==> src/rtl/mem_access.sv <==
`timescale 1ns/1ps
// Memory-access pipeline stage: issues loads/stores over a req/ack data port,
// extracts and extends load lanes, flags misaligned accesses, and builds the MEM->WB bus.
module mem_access (
  input  logic         clk,
  input  logic         reset,
  input  logic         MEM_valid,
  input  logic [159:0] EXE_MEM_bus_r,
  input  logic         WB_allow_in,
  input  logic         cancel,
  output logic         dm_req,
  output logic         dm_wr,
  output logic [31:0]  dm_addr,
  output logic [3:0]   dm_wstrb,
  output logic [31:0]  dm_wdata,
  input  logic         dm_ack,
  input  logic [31:0]  dm_rdata,
  output logic         MEM_over,
  output logic [156:0] MEM_WB_bus,
  output logic [4:0]   MEM_wdest,
  output logic [31:0]  MEM_pc
);

  localparam logic [1:0] S_IDLE  = 2'd0;
  localparam logic [1:0] S_WAIT  = 2'd1;
  localparam logic [1:0] S_HOLD  = 2'd2;
  localparam logic [1:0] S_DRAIN = 2'd3;

  typedef struct packed {
    logic        is_load;
    logic        is_store;
    logic [1:0]  size;
    logic        load_unsigned;
    logic [31:0] store_data;
    logic        wen;
    logic [4:0]  wdest;
    logic [31:0] exe_result;
    logic [31:0] lo_result;
    logic        hi_write;
    logic        lo_write;
    logic        mfhi;
    logic        mflo;
    logic        mtc0;
    logic        mfc0;
    logic [7:0]  cp0r_addr;
    logic        syscall;
    logic        eret;
    logic        brk;
    logic        fetch_error;
    logic        inst_reserved;
    logic        overflow;
    logic        delay_slot;
    logic [31:0] pc;
  } exe_bus_t;

  typedef struct packed {
    logic        wr;
    logic [31:0] addr;
    logic [3:0]  wstrb;
    logic [31:0] wdata;
    logic        is_load;
    logic [1:0]  size;
    logic        load_unsigned;
  } req_t;

  exe_bus_t    ex;
  logic [1:0]  state_q, state_d;
  logic [31:0] rdata_q, rdata_d;
  req_t        req_q, req_now, req_act;
  logic        mem_op, misalign, prior_exc, issue, in_idle, load_cap;
  logic        raddr_error, waddr_error;
  logic [31:0] lane, load_ext, mem_result;

  assign ex        = EXE_MEM_bus_r;
  assign in_idle   = (state_q == S_IDLE);
  assign mem_op    = ex.is_load | ex.is_store;
  assign misalign  = ((ex.size == 2'b01) & ex.exe_result[0]) |
                     ((ex.size == 2'b10) & (ex.exe_result[1:0] != 2'b00));
  assign prior_exc = ex.fetch_error | ex.inst_reserved | ex.overflow | ex.syscall | ex.brk;
  assign issue     = MEM_valid & mem_op & ~misalign & ~prior_exc & ~cancel;

  // NOTE: every signal written in always_comb gets a default first so no path leaves it unassigned (no latch).
  always_comb begin
    req_now               = '0;
    req_now.wr            = ex.is_store;
    req_now.addr          = ex.exe_result;
    req_now.is_load       = ex.is_load;
    req_now.size          = ex.size;
    req_now.load_unsigned = ex.load_unsigned;
    req_now.wstrb         = 4'b1111;
    req_now.wdata         = ex.store_data;
    case (ex.size)
      2'b00: begin
        req_now.wstrb = 4'b0001 << ex.exe_result[1:0];
        req_now.wdata = {4{ex.store_data[7:0]}};
      end
      2'b01: begin
        req_now.wstrb = ex.exe_result[1] ? 4'b1100 : 4'b0011;
        req_now.wdata = {2{ex.store_data[15:0]}};
      end
      default: ;
    endcase
  end

  // Request fields come straight from the bus in the issue cycle, then from the
  // captured copy so they stay stable even if the bus is flushed mid-request.
  assign req_act = in_idle ? req_now : req_q;

  always_comb begin
    lane     = dm_rdata >> {req_act.addr[1:0], 3'b000};
    load_ext = dm_rdata;
    case (req_act.size)
      2'b00:   load_ext = {{24{~req_act.load_unsigned & lane[7]}}, lane[7:0]};
      2'b01:   load_ext = {{16{~req_act.load_unsigned & lane[15]}}, lane[15:0]};
      default: ;
    endcase
  end

  assign load_cap = dm_ack & req_act.is_load & ((in_idle & issue) | (state_q == S_WAIT));
  assign rdata_d  = load_cap ? load_ext : rdata_q;

  always_comb begin
    state_d = state_q;
    case (state_q)
      S_IDLE:  if (issue) state_d = dm_ack ? S_HOLD : S_WAIT;
      S_WAIT: begin
        if (cancel)      state_d = dm_ack ? S_IDLE : S_DRAIN;
        else if (dm_ack) state_d = S_HOLD;
      end
      S_HOLD:  if (cancel || WB_allow_in) state_d = S_IDLE;
      S_DRAIN: if (dm_ack) state_d = S_IDLE;
      default: state_d = S_IDLE;
    endcase
  end

  // NOTE: sequential state uses non-blocking assignments so every register samples pre-edge values.
  always_ff @(posedge clk) begin
    if (reset) begin
      state_q <= S_IDLE;
      rdata_q <= '0;
    end else begin
      state_q <= state_d;
      rdata_q <= rdata_d;
    end
  end

  // NOTE: req_q is a pure datapath capture; it is only observed while dm_req is high, so it needs no reset.
  always_ff @(posedge clk) begin
    if (in_idle && issue) req_q <= req_now;
  end

  assign dm_req   = ~reset & ((in_idle & issue) | (state_q == S_WAIT) | (state_q == S_DRAIN));
  assign dm_wr    = req_act.wr;
  assign dm_addr  = req_act.addr;
  assign dm_wstrb = req_act.wstrb;
  assign dm_wdata = req_act.wdata;

  assign MEM_over = ~reset & (in_idle ? (MEM_valid & ~issue & ~cancel)
                                      : ((state_q == S_HOLD) & ~cancel));

  assign mem_result  = ((state_q == S_HOLD) & ex.is_load) ? rdata_q : ex.exe_result;
  assign raddr_error = ex.is_load  & misalign & ~prior_exc;
  assign waddr_error = ex.is_store & misalign & ~prior_exc;

  assign MEM_WB_bus = {ex.wen, ex.wdest, mem_result, ex.lo_result,
                       ex.hi_write, ex.lo_write, ex.mfhi, ex.mflo, ex.mtc0, ex.mfc0,
                       ex.cp0r_addr, ex.syscall, ex.eret, ex.brk, ex.fetch_error,
                       ex.inst_reserved, raddr_error, waddr_error, ex.overflow,
                       ex.exe_result, ex.delay_slot, ex.pc};

  assign MEM_wdest = ex.wdest & {5{MEM_valid}};
  assign MEM_pc    = ex.pc;

endmodule

==> config.mk <==
export PLATFORM = sky130hd
export DESIGN_NAME = mem_access
export DESIGN_NICKNAME = d
export VERILOG_FILES = /design/src/rtl/mem_access.sv
export SDC_FILE = /design/constraint.sdc
export NUM_CORES = 1
export LEC_CHECK = 0
export BUFFER_PORTS_ARGS = -buffer_cell sky130_fd_sc_hd__buf_4
export CAP_MARGIN = 20
export CORE_AREA = 8 8 172 174
export DETAILED_ROUTE_END_ITERATION = 10
export DIE_AREA = 0 0 180 182
export PLACE_DENSITY = 0.52
export SLEW_MARGIN = 15
export SYNTH_ARGS = -nofsm -noshare
export SYNTH_HDL_FRONTEND = slang
export SYNTH_SLANG_ARGS = --single-unit
==> constraint.sdc <==
create_clock -name clk -period 16.1 [get_ports clk]
set_input_delay 4.025 -clock clk [delete_from_list [all_inputs] [get_ports clk]]
set_output_delay 4.025 -clock clk [all_outputs]
set_load 0.02 [all_outputs]
; ---- Yosys cells after proc, flatten, opt, wreduce, memory -nomap -nowiden
; Cells that the tools add are included.
[op_classes]
n_mul = 0
bitwise = 36
n_lt_le_gt_ge = 0
n_reduce_logical = 7
n_div = 0
mux = 14
shift = 2
n_addsub = 0
eq_ne = 10
[op_table]
columns = op, count
row1 = 73-bit two-way mux, 1
row2 = 36-bit case mux with 2 select lines, 1
row3 = 32-bit case mux with 2 select lines, 1
row4 = 32-bit two-way mux, 1
row5 = 32-bit by 5-bit >> shifter with 16-bit output, 1
row6 = 1-bit AND, 21
row7 = 2-bit two-way mux, 7
row8 = 1-bit bitwise OR, 8
row9 = 2-bit case mux with 4 select lines, 1
row10 = "2-bit by 1-bit == test with 1-bit output, second input constant", 3
row11 = "2-bit == test, second input constant", 3
row12 = 2-bit logical NOT, 3
row13 = "2-bit != test, second input constant", 3
row14 = 1-bit NOT, 6
row15 = 5-bit AND, 1
row16 = 4-bit two-way mux, 1
row17 = 4-bit AND reduction, 1
row18 = "1-bit by 2-bit left shift with 4-bit output, first input constant", 1
row19 = "3-bit != test, second input constant", 1
row20 = 2-bit nonzero test, 1
row21 = 1-bit logical AND, 1
row22 = 1-bit logical OR, 1
row23 = 1-bit two-way mux, 1
[word_totals]
memories = 0
ram_bits = 0
reg_bits = 107
out_inout_bits = 265
word_cells = 78
mem_bits_ro = 0
latch_bits = 0

; ---- Depth between registers and ports, before layout
; Gate-level depths: netlist of the first run.
[logic_depth]
ltp_word = 12
ltp_mapped = 9
depth_no_buf = 7

; ---- Worst setup path before layout of the first run
; No wires, ideal clock.
[synth_path]
kind = input-to-output
start = in EXE_MEM_bus_r[156]
end = out dm_wdata[15]
setup_slack_ns = 6.788
cell_stages = 5
t_arrival_ns = 5.287
path_cell_list = buf_1 -> nor2_1 -> mux2_2 -> nand2_1 -> nand2_1
[synth_lines]
columns = item, line
row1 = from (decl), 8  ; input logic [159:0] EXE_MEM_bus_r,
row2 = to (decl), 15  ; output logic [31:0] dm_wdata,

; ---- Final worst setup path of the first run
[layout_path]
start = in EXE_MEM_bus_r[159]
end = out MEM_WB_bus[136]
[layout_via]
elab_chain_cells = 2
[layout_rtl]
columns = item, line
row1 = 1-bit AND, 161  ; assign mem_result = ((state_q == S_HOLD) & ex.is_load) ? rdata_q : ex.exe_result;
row2 = 32-bit two-way mux, 161
row3 = to (decl), 19  ; output logic [156:0] MEM_WB_bus,
; Every way passes these cells.

==> summary.txt, run 1 <==
Clocking
  • Clk_lat worst skew: 0.36 ns
  • Clock transition at path regs: 0.07 ns
  • # clock sinks: 107
  • Postcts setup bufs: 0
  • H-tree level count: 3
  • CTS Hold Bufs: 0
  • CTS Buf Count: 9
  • CTS tree: yes
  • CTS root buf: clkbuf_16
  • Post-CTS sizing: 0
  • Clk buf depth: 2

Timing
  • Crit path time final: 9.82 ns
  • Final setup fails: 0
  • Period utilization: 61.0%
  • Setup TNS: 0 ns
  • Final Skew: 0.0115 ns
  • Final hold vios: 0
  • Slew Limit Headroom: 29.3%
  • Worst Max-Slew Pin Slew: 1.06 ns
  • Fmax achieved: 102 MHz
  • Max Slew Vio Count: 0
  • RSZ-0062 raised after global routing: false

Floorplan
  • Die footprint: 0.0328 mm^2
  • Rows: 60
  • Starting Density: 26.1%
  • Placeable core region: 0.0267 mm^2
  • I/O pin cnt: 463
  • Die height: 182 um
  • Die width: 180 um

Routing
  • Drt wl/cell: 20.0 um
  • WL final: 24100 um
  • Via density: 4.55
  • Remaining routing DRC violations: 0
  • Initial drt markers: 354
  • 1st-pass router iterations: 4
  • Residual antenna-violating net count after detailed routing: 0
  • Via count: 5484

Global route
  • Initial antenna violation count: 1
  • GRT Resource Usage Total: 14.1%
  • First-pass GRT wire length: 35800 um
  • Vias in the first global route: 5605
  • Pin count of the biggest net entering global routing: 50
  • Remaining Overflow, GRT: 0

Hold path
  • Worst hold path class: reg -> reg
  • Hold Path Depth: 2
  • Min-delay src: rdata_q[3]$_SDFFE_PP0P_

Pwr
  • Switching pwr: 0.189 mW
  • Maximum vdd ir drop: 0.0374 mV
  • Gate power share: 21.3%
  • LEAKAGE: 3.64 nW
  • Internal Pwr Total: 0.479 mW
  • PwrDens: 79.8 mW/mm^2
  • Sw Share: 28.3%
  • Flop pwr share: 44.1%
  • Clock share of power: 34.6%

Flow run
  • Max-cap violations: 0

Status
  • Status: finished clean

Synthesis
  • Synth Flop Type: edfxtp_1
  • Synth Register Bits: 107
  • Seq/Total Area, Yosys: 41.3%
  • Async set-reset flop share out of synthesis: 0%
  • Synth Cell Area: 0.00695 mm^2
  • Yosys cell types: 45
  • Gate Count Post-Synth: 770
  • Syn avg cell area: 9.03 um^2
  • Post-synth EDFFs: 73
  • Syn. warnings: 0
  • Mapped Nets: 968

Cells and area
  • Layout Cells excl Fill: 1205
  • Nets: 1057
  • Layout cells sized above 1: 41.9%
  • Synth-to-layout area growth: 20.5%
  • # diodes: 0

Place
  • PortBufs: 268
  • Placer Congestion: 0.780
  • Hpwl dp: 18200 um
  • Placed cells: 1189

Worst setup path
  • R2R depth: 7
  • CP cell instances: buf_4 > nand3b_1 > buf_4 > mux2_2 > buf_4
  • CP endpoint kind: primary output
  • Reg2Reg Launch Point: state_q[0]$_SDFFE_PP0P_
  • CP Max Fanout: 18
  • Worst setup path startpoint: EXE_MEM_bus_r[159]
  • Required time of the critical path: 12.07 ns
  • Crit-path slowest cell: nand3b_1
  • Max incr delay on CP: 0.69 ns
  • Crit-path most repeated cell: buf_4
  • Critical path arrival: 5.80 ns
  • CP Class: in -> out
  • Crit path launch type: input pin
-- state kept, by name (all words and copies together), names as in the netlist --
signal and cells:
rdata_q 32, req_q 73, state_q 2
-- synthesized netlist by cell type (all sizes together) (7+ instances only) --
library cell	n	area share (%)
a32oi	7	0.88
mux2	59	9.6
dfxtp	34	9.8
mux2i	17	2.6
nand2	206	11
edfxtp	73	32
a21oi	55	4.2
buf	178	19
nor2	32	1.8
clkbuf	18	0.97
o2bb2ai	7	0.88
a211oi	13	1.5
nor3	10	0.72
a221oi	8	1.0
o21ai	15	1.3
-- power groups by stage --
stage	logic [mW]	registers, mW	clock network (mW)
finish	0.142	0.294	0.231
global route	0.153	0.294	0.252
CTS	0.145	0.294	0.240
detailed placement	0.144	0.301	0
global placement	0.143	0.301	0
floorplan	0.116	0.301	0
-- critical path, delay by kind of cell --
| family | cells | cell delay, ns |
|---|---|---|
| multiplexers | 1 | 0.37 |
| buffers and inverters | 3 | 0.70 |
| AND/OR/NAND/NOR | 1 | 0.69 |
-- through the flow --
stage	worst slack (ns)	util, %	area [um^2]	power (mW)	hold WS (ns)
2_1_floorplan	6.79	-	6950	0.417	0.466
3_3_place_gp	6.31	30.3	8080	0.444	0.486
3_5_place_dp	6.28	30.3	8090	0.445	0.483
4_1_cts	6.27	31.4	8380	0.679	0.501
5_1_grt	6.17	31.4	8380	0.700	0.514
6_report	6.28	31.4	8380	0.668	0.493
-- routing by layer --
metal / vias to the layer above / GRT usage (%) / wire length, um / share of wire [%]
met5: - / 0 / 14 / 0.058
met4: 2 / 5.54 / 667 / 2.8
met3: 54 / 3.99 / 1510 / 6.2
met2: 211 / 23.4 / 11600 / 48
met1: 2565 / 17.2 / 10400 / 43
li1: 2652 / - / - / -
-- cell usage in the layout (no fill, tap or decap), drive strengths merged, types with 2 or more instances in the layout --
master	count
buf	274
nand2	206
edfxtp	73
mux2	59
a21oi	55
dfxtp	34
nor2	32
mux2i	17
o21ai	15
a211oi	13
clkbuf	12
nor3	10
a221oi	8
a32oi	7
o2bb2ai	7
inv	7
and2	6
a21o	4
nand2b	4
o21a	2
or2	2
nand3	2
nand3b	2
clkinv	2
-- final cells by class --
type	count	area, um^2
Fill cell	2806	18300
Sequential cell	107	2870
Multi-Input combinational cell	460	2710
Timing Repair Buffer	274	2060
Tap cell	341	427
Clock buffer	12	236
Clock inverter	4	51.3
Inverter	7	26.3
-- worst paths after layout --
path	end	slack, ns
setup / recovery	MEM_WB_bus[136]	6.28
setup reg to reg	rdata_q[18]$_SDFFE_PP0P_	12.61
hold reg to reg	rdata_q[3]$_SDFFE_PP0P_	0.49
hold / removal	rdata_q[3]$_SDFFE_PP0P_	0.49
-- cell families (layout without fill, tap and decap cells) --
kind of cell	after synthesis	after routing	share of synthesized area, %
flip-flops	107	107	41.3
multiplexers	76	76	12.2
AO/OA/AOI/OAI	114	114	10.7
buffers and inverters	203	297	20.0
AND/OR/NAND/NOR	270	270	15.8
(Power assumes the default switching activity.)
==> run 2: changes to the inputs <==
--- a/config.mk
+++ b/config.mk
@@ -7,10 +7,10 @@
 export LEC_CHECK = 0
 export BUFFER_PORTS_ARGS = -buffer_cell sky130_fd_sc_hd__buf_4
 export CAP_MARGIN = 20
-export CORE_AREA = 8 8 172 174
+export CORE_AREA = 8 8 175 177
 export DETAILED_ROUTE_END_ITERATION = 10
-export DIE_AREA = 0 0 180 182
-export PLACE_DENSITY = 0.52
+export DIE_AREA = 0 0 183 185
+export PLACE_DENSITY = 0.51
 export SLEW_MARGIN = 15
 export SYNTH_ARGS = -nofsm -noshare
 export SYNTH_HDL_FRONTEND = slang
==> constraint.sdc (replaced) <==
create_clock -name clk -period 9.6 [get_ports clk]
set_input_delay 2.4 -clock clk [delete_from_list [all_inputs] [get_ports clk]]
set_output_delay 2.4 -clock clk [all_outputs]
set_load 0.02 [all_outputs]
==> run 2 against run 1 <==
Compared with the run above:
- sequential share of layout area down 0.50 points
- sequential cell count is the same
- cell count increased by 3.9%
- critical endpoint is now dm_wdata[10]
- largest cell class unchanged
- highest routed layer is now met4
==> summary.txt, run 2 (synthesis results as in run 1) <==
Status
  • Status: finished clean

Timing
  • Period utilization: 66.0%
  • Crit path time final: 6.34 ns
  • Final setup fails: 0 (unchanged)
  • Max Slew Vio Count: 0 (unchanged)
  • Worst Max-Slew Pin Slew: 0.827 ns (-0.234 ns)
  • Slew Limit Headroom: 44.9% (+16 points)
  • RSZ-0062 raised after global routing: false
  • Setup TNS: 0 ns (unchanged)
  • Final worst slack: 3.26 ns (-3.02 ns)
  • Fmax achieved: 158 MHz
  • Final Skew: 0.0111 ns (-0.000444 ns)
  • Final hold vios: 0 (unchanged)

Pwr
  • Maximum vdd ir drop: 0.0651 mV (+74%)
  • PwrDens: 135 mW/mm^2 (+69%)
  • LEAKAGE: 3.67 nW (+0.82%)

Clocking
  • Clk buf depth: 2 (unchanged)
  • # clock sinks: 107 (unchanged)
  • Postcts setup bufs: 0 (unchanged)
  • CTS Hold Bufs: 0 (unchanged)
  • CTS root buf: clkbuf_16
  • Clk_lat worst skew: 0.36 ns (about the same)
  • CTS Buf Count: 9 (unchanged)
  • H-tree level count: 3 (unchanged)
  • Post-CTS sizing: 0 (unchanged)
  • Clock transition at path regs: 0.07 ns (about the same)
  • CTS tree: yes

Worst setup path
  • Max incr delay on CP: 0.59 ns (-0.10 ns)
  • Reg2reg setup slack: 6.47 ns (-6.14 ns)
  • CP endpoint kind: primary output
  • R2R Path End: rdata_q[25]$_SDFFE_PP0P_
  • Crit path depth: 6 (+1)
  • Critical path arrival: 3.94 ns (-1.86 ns)
  • Reg2Reg Launch Point: state_q[1]$_SDFFE_PP0P_
  • R2R depth: 8 (+1)
  • CP Class: in -> out
  • Worst setup path startpoint: EXE_MEM_bus_r[157]
  • Crit path launch type: input pin
  • CP cell instances: buf_4 > nor2_1 > mux2_2 > nand2_1 > nand2_1 > buf_4
  • CP Max Fanout: 36 (+18)
  • Worst Setup EP: dm_wdata[10]
  • Required time of the critical path: 7.20 ns (-4.87 ns)
  • WP buf/inv: 2 (-1)
  • Cell family with most CP delay: simple AND/OR/NAND/NOR gates
  • Crit-path slowest cell: nor2_1

Cells and area
  • Fillers: 3013 (+7.4%)
  • Area of the multi-input gates: 0.00271 mm^2 (unchanged)
  • Most common cell after layout, fill and taps aside: buf_4
  • Nets: 1060 (+0.28%)
  • Most frequent cells in the layout: buf_4, nand2_1, edfxtp_1
  • Sequential cell area: 0.00287 mm^2 (unchanged)
  • Synth-to-layout area growth: 22.2%
  • Max FFs per register: 73 (unchanged)
  • Largest register by flop count: req_q
  • Layout cells sized above 1: 42.1% (+0.20 points)
  • Largest regs: req_q (73), rdata_q (32), state_q (2)

Global route
  • Remaining Overflow, GRT: 0 (unchanged)
  • Pin count of the biggest net entering global routing: 42 (-16%)
  • Initial antenna violation count: 1 (unchanged)
  • First-pass GRT wire length: 35600 um (-0.56%)
  • Vias in the first global route: 5657 (+0.93%)
  • GRT Resource Usage Total: 13.9% (-0.25 points)

Flow run
  • Max-cap violations: 0 (unchanged)

Floorplan
  • Rows: 62 (+3.3%)
  • Starting Density: 24.8% (-1.3 points)
  • Die height: 185 um (+1.6%)
  • I/O pin cnt: 463 (unchanged)
  • Die width: 183 um (+1.7%)
  • Placeable core region: 0.0281 mm^2 (+5.4%)
  • Die footprint: 0.0339 mm^2 (+3.3%)

Routing
  • Via density: 4.37 (-3.9%)
  • 1st-pass router iterations: 6 (+2)
  • Via count: 5477 (-0.13%)
  • Residual antenna-violating net count after detailed routing: 0 (unchanged)
  • Initial drt markers: 255 (-28%)
  • Drt wl/cell: 19.7 um (-1.8%)
  • WL final: 24600 um (+2.1%)
  • Remaining routing DRC violations: 0 (unchanged)

Place
  • DP Worst Slack: 3.26 ns (-3.02 ns)
  • Placer Congestion: 0.788 (+1.1%)
  • PortBufs: 268 (unchanged)
  • Hpwl dp: 18600 um (+1.9%)

Hold path
  • Worst hold path class: reg -> reg
[run 2: changes by cell type in the layout (fill, tap and decap cells not counted)]
cell       before  now
bufinv_16       1    2
buf_16          0    1
clkinv_2        1    0
buf_4         274  276
diode_2         0    1
[run 2: worst min-delay path by stage]
| stage | slack, ns | cells past startpoint | start | endpoint |
|---|---|---|---|---|
| after detailed placement | 0.50 | 2 | rdata_q[0]$_SDFFE_PP0P_ | rdata_q[0]$_SDFFE_PP0P_ |
| after global routing | 0.53 | 2 | rdata_q[14]$_SDFFE_PP0P_ | rdata_q[14]$_SDFFE_PP0P_ |
| after floorplan | 0.47 | 2 | rdata_q[0]$_SDFFE_PP0P_ | rdata_q[0]$_SDFFE_PP0P_ |
| after global placement | 0.50 | 2 | rdata_q[3]$_SDFFE_PP0P_ | rdata_q[3]$_SDFFE_PP0P_ |
| final | 0.51 | 2 | rdata_q[3]$_SDFFE_PP0P_ | rdata_q[3]$_SDFFE_PP0P_ |
| after CTS | 0.51 | 2 | rdata_q[3]$_SDFFE_PP0P_ | rdata_q[3]$_SDFFE_PP0P_ |
[run 2: power by group]
part | total, mW | internal (mW) | switching, mW
sequential | 0.494 | 0.493 | 0.000492
combinational | 0.239 | 0.107 | 0.132
clock | 0.412 | 0.231 | 0.181
total | 1.14 | 0.831 | 0.314
[run 2: stage by stage]
step	power [mW]	hold WS [ns]	util, %	instance area [um^2]	cells
floorplan	0.699	0.466	-	6950	770
global placement	0.745	0.497	29.0	8150	1233
detailed placement	0.746	0.501	29.1	8180	1235
CTS	1.17	0.514	30.3	8500	1251
global route	1.20	0.534	30.3	8500	1252
finish	1.14	0.505	30.3	8500	1252
[run 2: worst min-delay path, delay by kind of cell, from the launching register on]
kind             cells  cell delay [ns]
flip-flops           1             0.32
AND/OR/NAND/NOR      2             0.15
[run 2: metal layers]
metal | share of wire [%] | global-route usage [%] | up-vias | routed length [um]
met5 | 0 | 0 | - | 0
met4 | 3.0 | 5.66 | 0 | 733
met3 | 6.0 | 3.45 | 55 | 1490
met2 | 48 | 23.4 | 200 | 11900
met1 | 42 | 16.8 | 2572 | 10500
li1 | - | - | 2650 | -
[run 2: cell type report]
cell class / count / area share (%)
diodes: 1 / 0.0294
clock buffers: 12 / 2.78
clock inverters: 4 / 0.898
inverters: 7 / 0.309
multi-input cells: 460 / 31.8
flip-flops and latches: 107 / 33.8
well taps: 384 / 5.65
repair buffers: 277 / 24.7
==> run 3: changes to the inputs <==
--- a/config.mk
+++ b/config.mk
@@ -5,12 +5,13 @@
 export SDC_FILE = /design/constraint.sdc
 export NUM_CORES = 1
 export LEC_CHECK = 0
+export ABC_AREA = 1
 export BUFFER_PORTS_ARGS = -buffer_cell sky130_fd_sc_hd__buf_4
 export CAP_MARGIN = 20
-export CORE_AREA = 8 8 175 177
+export CORE_AREA = 8 8 172 174
 export DETAILED_ROUTE_END_ITERATION = 10
-export DIE_AREA = 0 0 183 185
-export PLACE_DENSITY = 0.51
+export DIE_AREA = 0 0 180 182
+export PLACE_DENSITY = 0.53
 export SLEW_MARGIN = 15
 export SYNTH_ARGS = -nofsm -noshare
 export SYNTH_HDL_FRONTEND = slang
==> constraint.sdc (replaced) <==
create_clock -name clk -period 6.4 [get_ports clk]
set_input_delay 1.6 -clock clk [delete_from_list [all_inputs] [get_ports clk]]
set_output_delay 1.6 -clock clk [all_outputs]
set_load 0.02 [all_outputs]
==> run 3 against run 2 <==
Compared with the run above:
- first-iteration DRC count rose by 65%
- combinational power rose to 6.5 times the previous value
- setup slack got worse by 1.4 ns
- highest routed layer is now met5
- largest power group is now combinational cells
==> summary.txt, run 3 <==
Synthesis
  • Syn avg cell area: 7.47 um^2 (-17%)
  • Biggest area consumer among synthesized cells: edfxtp_1
  • Synth top area cells: edfxtp_1, nand2_1, buf_4
  • Share of the synthesized area in the top cell type: 30.1% (-1.4 points)
  • Gate Count Post-Synth: 975 (+27%)
  • Synth Flop Type: edfxtp_1
  • Yosys cell types: 31 (-31%)
  • Seq/Total Area, Yosys: 39.4% (-1.9 points)
  • Synth Cell Area: 0.00728 mm^2 (+4.8%)
  • Synth Register Bits: 107 (unchanged)
  • Most numerous cell in the Yosys netlist: nand2_1
  • Post-synth EDFFs: 73 (unchanged)
  • Async set-reset flop share out of synthesis: 0% (unchanged)
  • Commonest cells in the netlist: nand2_1, buf_4, nor2_1
  • Syn. warnings: 0 (unchanged)
  • Mapped Nets: 1173 (+21%)

Worst setup path
  • Max incr delay on CP: 0.37 ns (-0.22 ns)
  • Crit-path slowest cell: inv_1
  • Critical path arrival: 2.98 ns (-0.96 ns)
  • Crit path launch type: input pin
  • CP cell instances: buf_4 > inv_1 > nand2_1 > inv_1 > nand2_1 > nand3_1 > nand2_1 > nand2_1 > buf_4
  • CP endpoint kind: primary output
  • CP Class: in -> out
  • CP Max Fanout: 27 (-25%)
  • WP buf/inv: 4 (+2)
  • Cell family with most CP delay: buffers and inverters
  • Crit-path most repeated cell: nand2_1
  • Required time of the critical path: 4.80 ns (-2.40 ns)

Pwr
  • Switching pwr: 1.32 mW (+320%)
  • LEAKAGE: 4.17 nW (+14%)
  • Gate power share: 53.2% (+32 points)
  • Internal Pwr Total: 1.61 mW (+94%)
  • Sw Share: 45.0% (+18 points)
  • Total power: 2.92 mW (+160%)
  • Maximum vdd ir drop: 0.121 mV (+86%)
  • Clock share of power: 19.3% (-17 points)
  • Flop pwr share: 27.5% (-16 points)
  • PwrDens: 337 mW/mm^2 (+150%)

Routing
  • Via count: 6249 (+14%)
  • Remaining routing DRC violations: 0 (unchanged)
  • Via density: 4.45 (+1.7%)
  • Initial drt markers: 421 (+65%)
  • Drt wl/cell: 17.7 um (-10%)
  • 1st-pass router iterations: 5 (-1)
  • Residual antenna-violating net count after detailed routing: 0 (unchanged)
  • WL final: 24800 um (+0.81%)

Global route
  • Initial antenna violation count: 1 (unchanged)
  • Pin count of the biggest net entering global routing: 50 (+19%)
  • First-pass GRT wire length: 37100 um (+4.0%)
  • Met3 Resource Use GR: 3.25% (-0.20 points)
  • Remaining Overflow, GRT: 0 (unchanged)
  • Met2 Use GR: 24.6% (+1.3 points)
  • Met1 Use GR: 17.3% (+0.46 points)
  • Most used routing layer: met2
  • GRT Resource Usage Total: 14.5% (+0.59 points)
  • Vias in the first global route: 6125 (+8.3%)

Clocking
  • H-tree level count: 3 (unchanged)
  • CTS Hold Bufs: 0 (unchanged)
  • Clk_lat worst skew: 0.36 ns (about the same)
  • Postcts setup bufs: 0 (unchanged)
  • CTS Buf Count: 9 (unchanged)
  • # clock sinks: 107 (unchanged)
  • Post-CTS sizing: 0 (unchanged)
  • Clk buf depth: 2 (unchanged)
  • Clock transition at path regs: 0.08 ns (about the same)
  • CTS root buf: clkbuf_16
  • CTS tree: yes

Place
  • PortBufs: 268 (unchanged)
  • Placer Congestion: 0.837 (+6.2%)
  • DP Worst Slack: 1.74 ns (-1.52 ns)
  • Hpwl dp: 18800 um (+1.0%)
  • Placed cells: 1389 (+12%)
  • Cell area after placement: 0.00838 mm^2 (+2.4%)

Cells and area
  • Largest regs: req_q (73), rdata_q (32), state_q (2)
  • Final Util: 32.5% (+2.3 points)
  • Largest register by flop count: req_q
  • Layout Cells excl Fill: 1405 (+12%)
  • Fillers: 2867 (-4.8%)
  • # diodes: 0 (-1)
  • Nets: 1257 (+19%)
  • Finished Cell Area: 0.00867 mm^2 (+2.0%)
  • Layout cells sized above 1: 32.1% (-10 points)
  • Max FFs per register: 73 (unchanged)
  • Most common cell after layout, fill and taps aside: nand2_1
  • Synth-to-layout area growth: 19.1%
  • Most frequent cells in the layout: nand2_1, buf_4, nor2_1

Timing
  • Period utilization: 71.6%
  • Slew Limit Headroom: 38.2% (-6.7 points)
  • Worst Max-Slew Pin Slew: 0.925 ns (+0.0986 ns)
  • Max Slew Vio Count: 0 (unchanged)
  • Final worst slack: 1.82 ns (-1.45 ns)
  • Final Skew: 0.00897 ns (-0.00212 ns)
  • RSZ-0062 raised after global routing: false
  • Final hold vios: 0 (unchanged)
  • Final setup fails: 0 (unchanged)
  • Crit path time final: 4.58 ns
  • Setup TNS: 0 ns (unchanged)
  • Worst hold margin: 0.471 ns (-0.0340 ns)
  • Fmax achieved: 218 MHz

Floorplan
  • Die footprint: 0.0328 mm^2 (-3.2%)
  • Die width: 180 um (-1.6%)
  • I/O pin cnt: 463 (unchanged)
  • Placeable core region: 0.0267 mm^2 (-5.1%)
  • Rows: 60 (-3.2%)
  • Die height: 182 um (-1.6%)
  • Starting Density: 27.3% (+2.6 points)

Status
  • Status: finished clean

Hold path
  • Worst hold path class: reg -> reg

Flow run
  • Max-cap violations: 0 (unchanged)
-- run 3: cell count changes in the layout (fill, tap and decap cells not counted), moves of 29 or more --
| cell | delta |
|---|---|
| nand3_1 | +42 |
| nor2_1 | +63 |
| nand2_1 | +162 |
| a21oi_1 | -33 |
| mux2_2 | -29 |
| o21ai_0 | +31 |
-- run 3: layer usage --
| metal | share of wire [%] | vias to the layer above |
|---|---|---|
| li1 | - | 3139 |
| met1 | 42 | 2826 |
| met5 | 0.052 | - |
| met2 | 49 | 228 |
| met3 | 5.7 | 54 |
| met4 | 3.1 | 2 |
-- run 3: area by class of cell --
cell class | instances | area, um^2 | share of cell area (%)
Inverter | 30 | 113 | 1.30
Tap cell | 341 | 427 | 4.92
Clock buffer | 9 | 225 | 2.60
Timing Repair Buffer | 272 | 2050 | 23.7
Multi-Input combinational cell | 639 | 2920 | 33.6
Clock inverter | 7 | 66.3 | 0.765
Sequential cell | 107 | 2870 | 33.1
-- run 3: cell families after synthesis --
| logic type | share of synthesized area, % |
|---|---|
| buffers and inverters | 20.7 |
| AND/OR/NAND/NOR | 29.1 |
| multiplexers | 4.64 |
| flip-flops | 39.4 |
| AO/OA/AOI/OAI | 6.13 |
-- run 3: worst reg2reg max path, cell delays in order (launching register included) --
cell	delay, ns
dfxtp_1	0.37
nor2_4	0.60
nand2_1	0.19
nand2_2	0.37
clkinv_1	0.72
nand2_1	0.22
nand2_1	0.07
nor2_1	0.20
nor2_1	0.07
-- run 3: worst paths after layout --
check	start	end	slack, ns	cells past startpoint
worst max register to register	state_q[1]$_SDFFE_PP0P_	rdata_q[7]$_SDFFE_PP0P_	3.49	8
worst max-delay path	EXE_MEM_bus_r[157]	dm_wdata[29]	1.82	9
worst min register to register	rdata_q[6]$_SDFFE_PP0P_	rdata_q[6]$_SDFFE_PP0P_	0.47	2
worst min-delay path	rdata_q[6]$_SDFFE_PP0P_	rdata_q[6]$_SDFFE_PP0P_	0.47	2
-- run 3: power groups by stage --
stage	Sequential [mW]	Clock [mW]	Combinational, mW
finish	0.804	0.565	1.56
global route	0.808	0.614	1.70
CTS	0.804	0.588	1.58
detailed placement	0.820	0	1.58
global placement	0.820	0	1.58
floorplan	0.809	0	1.08
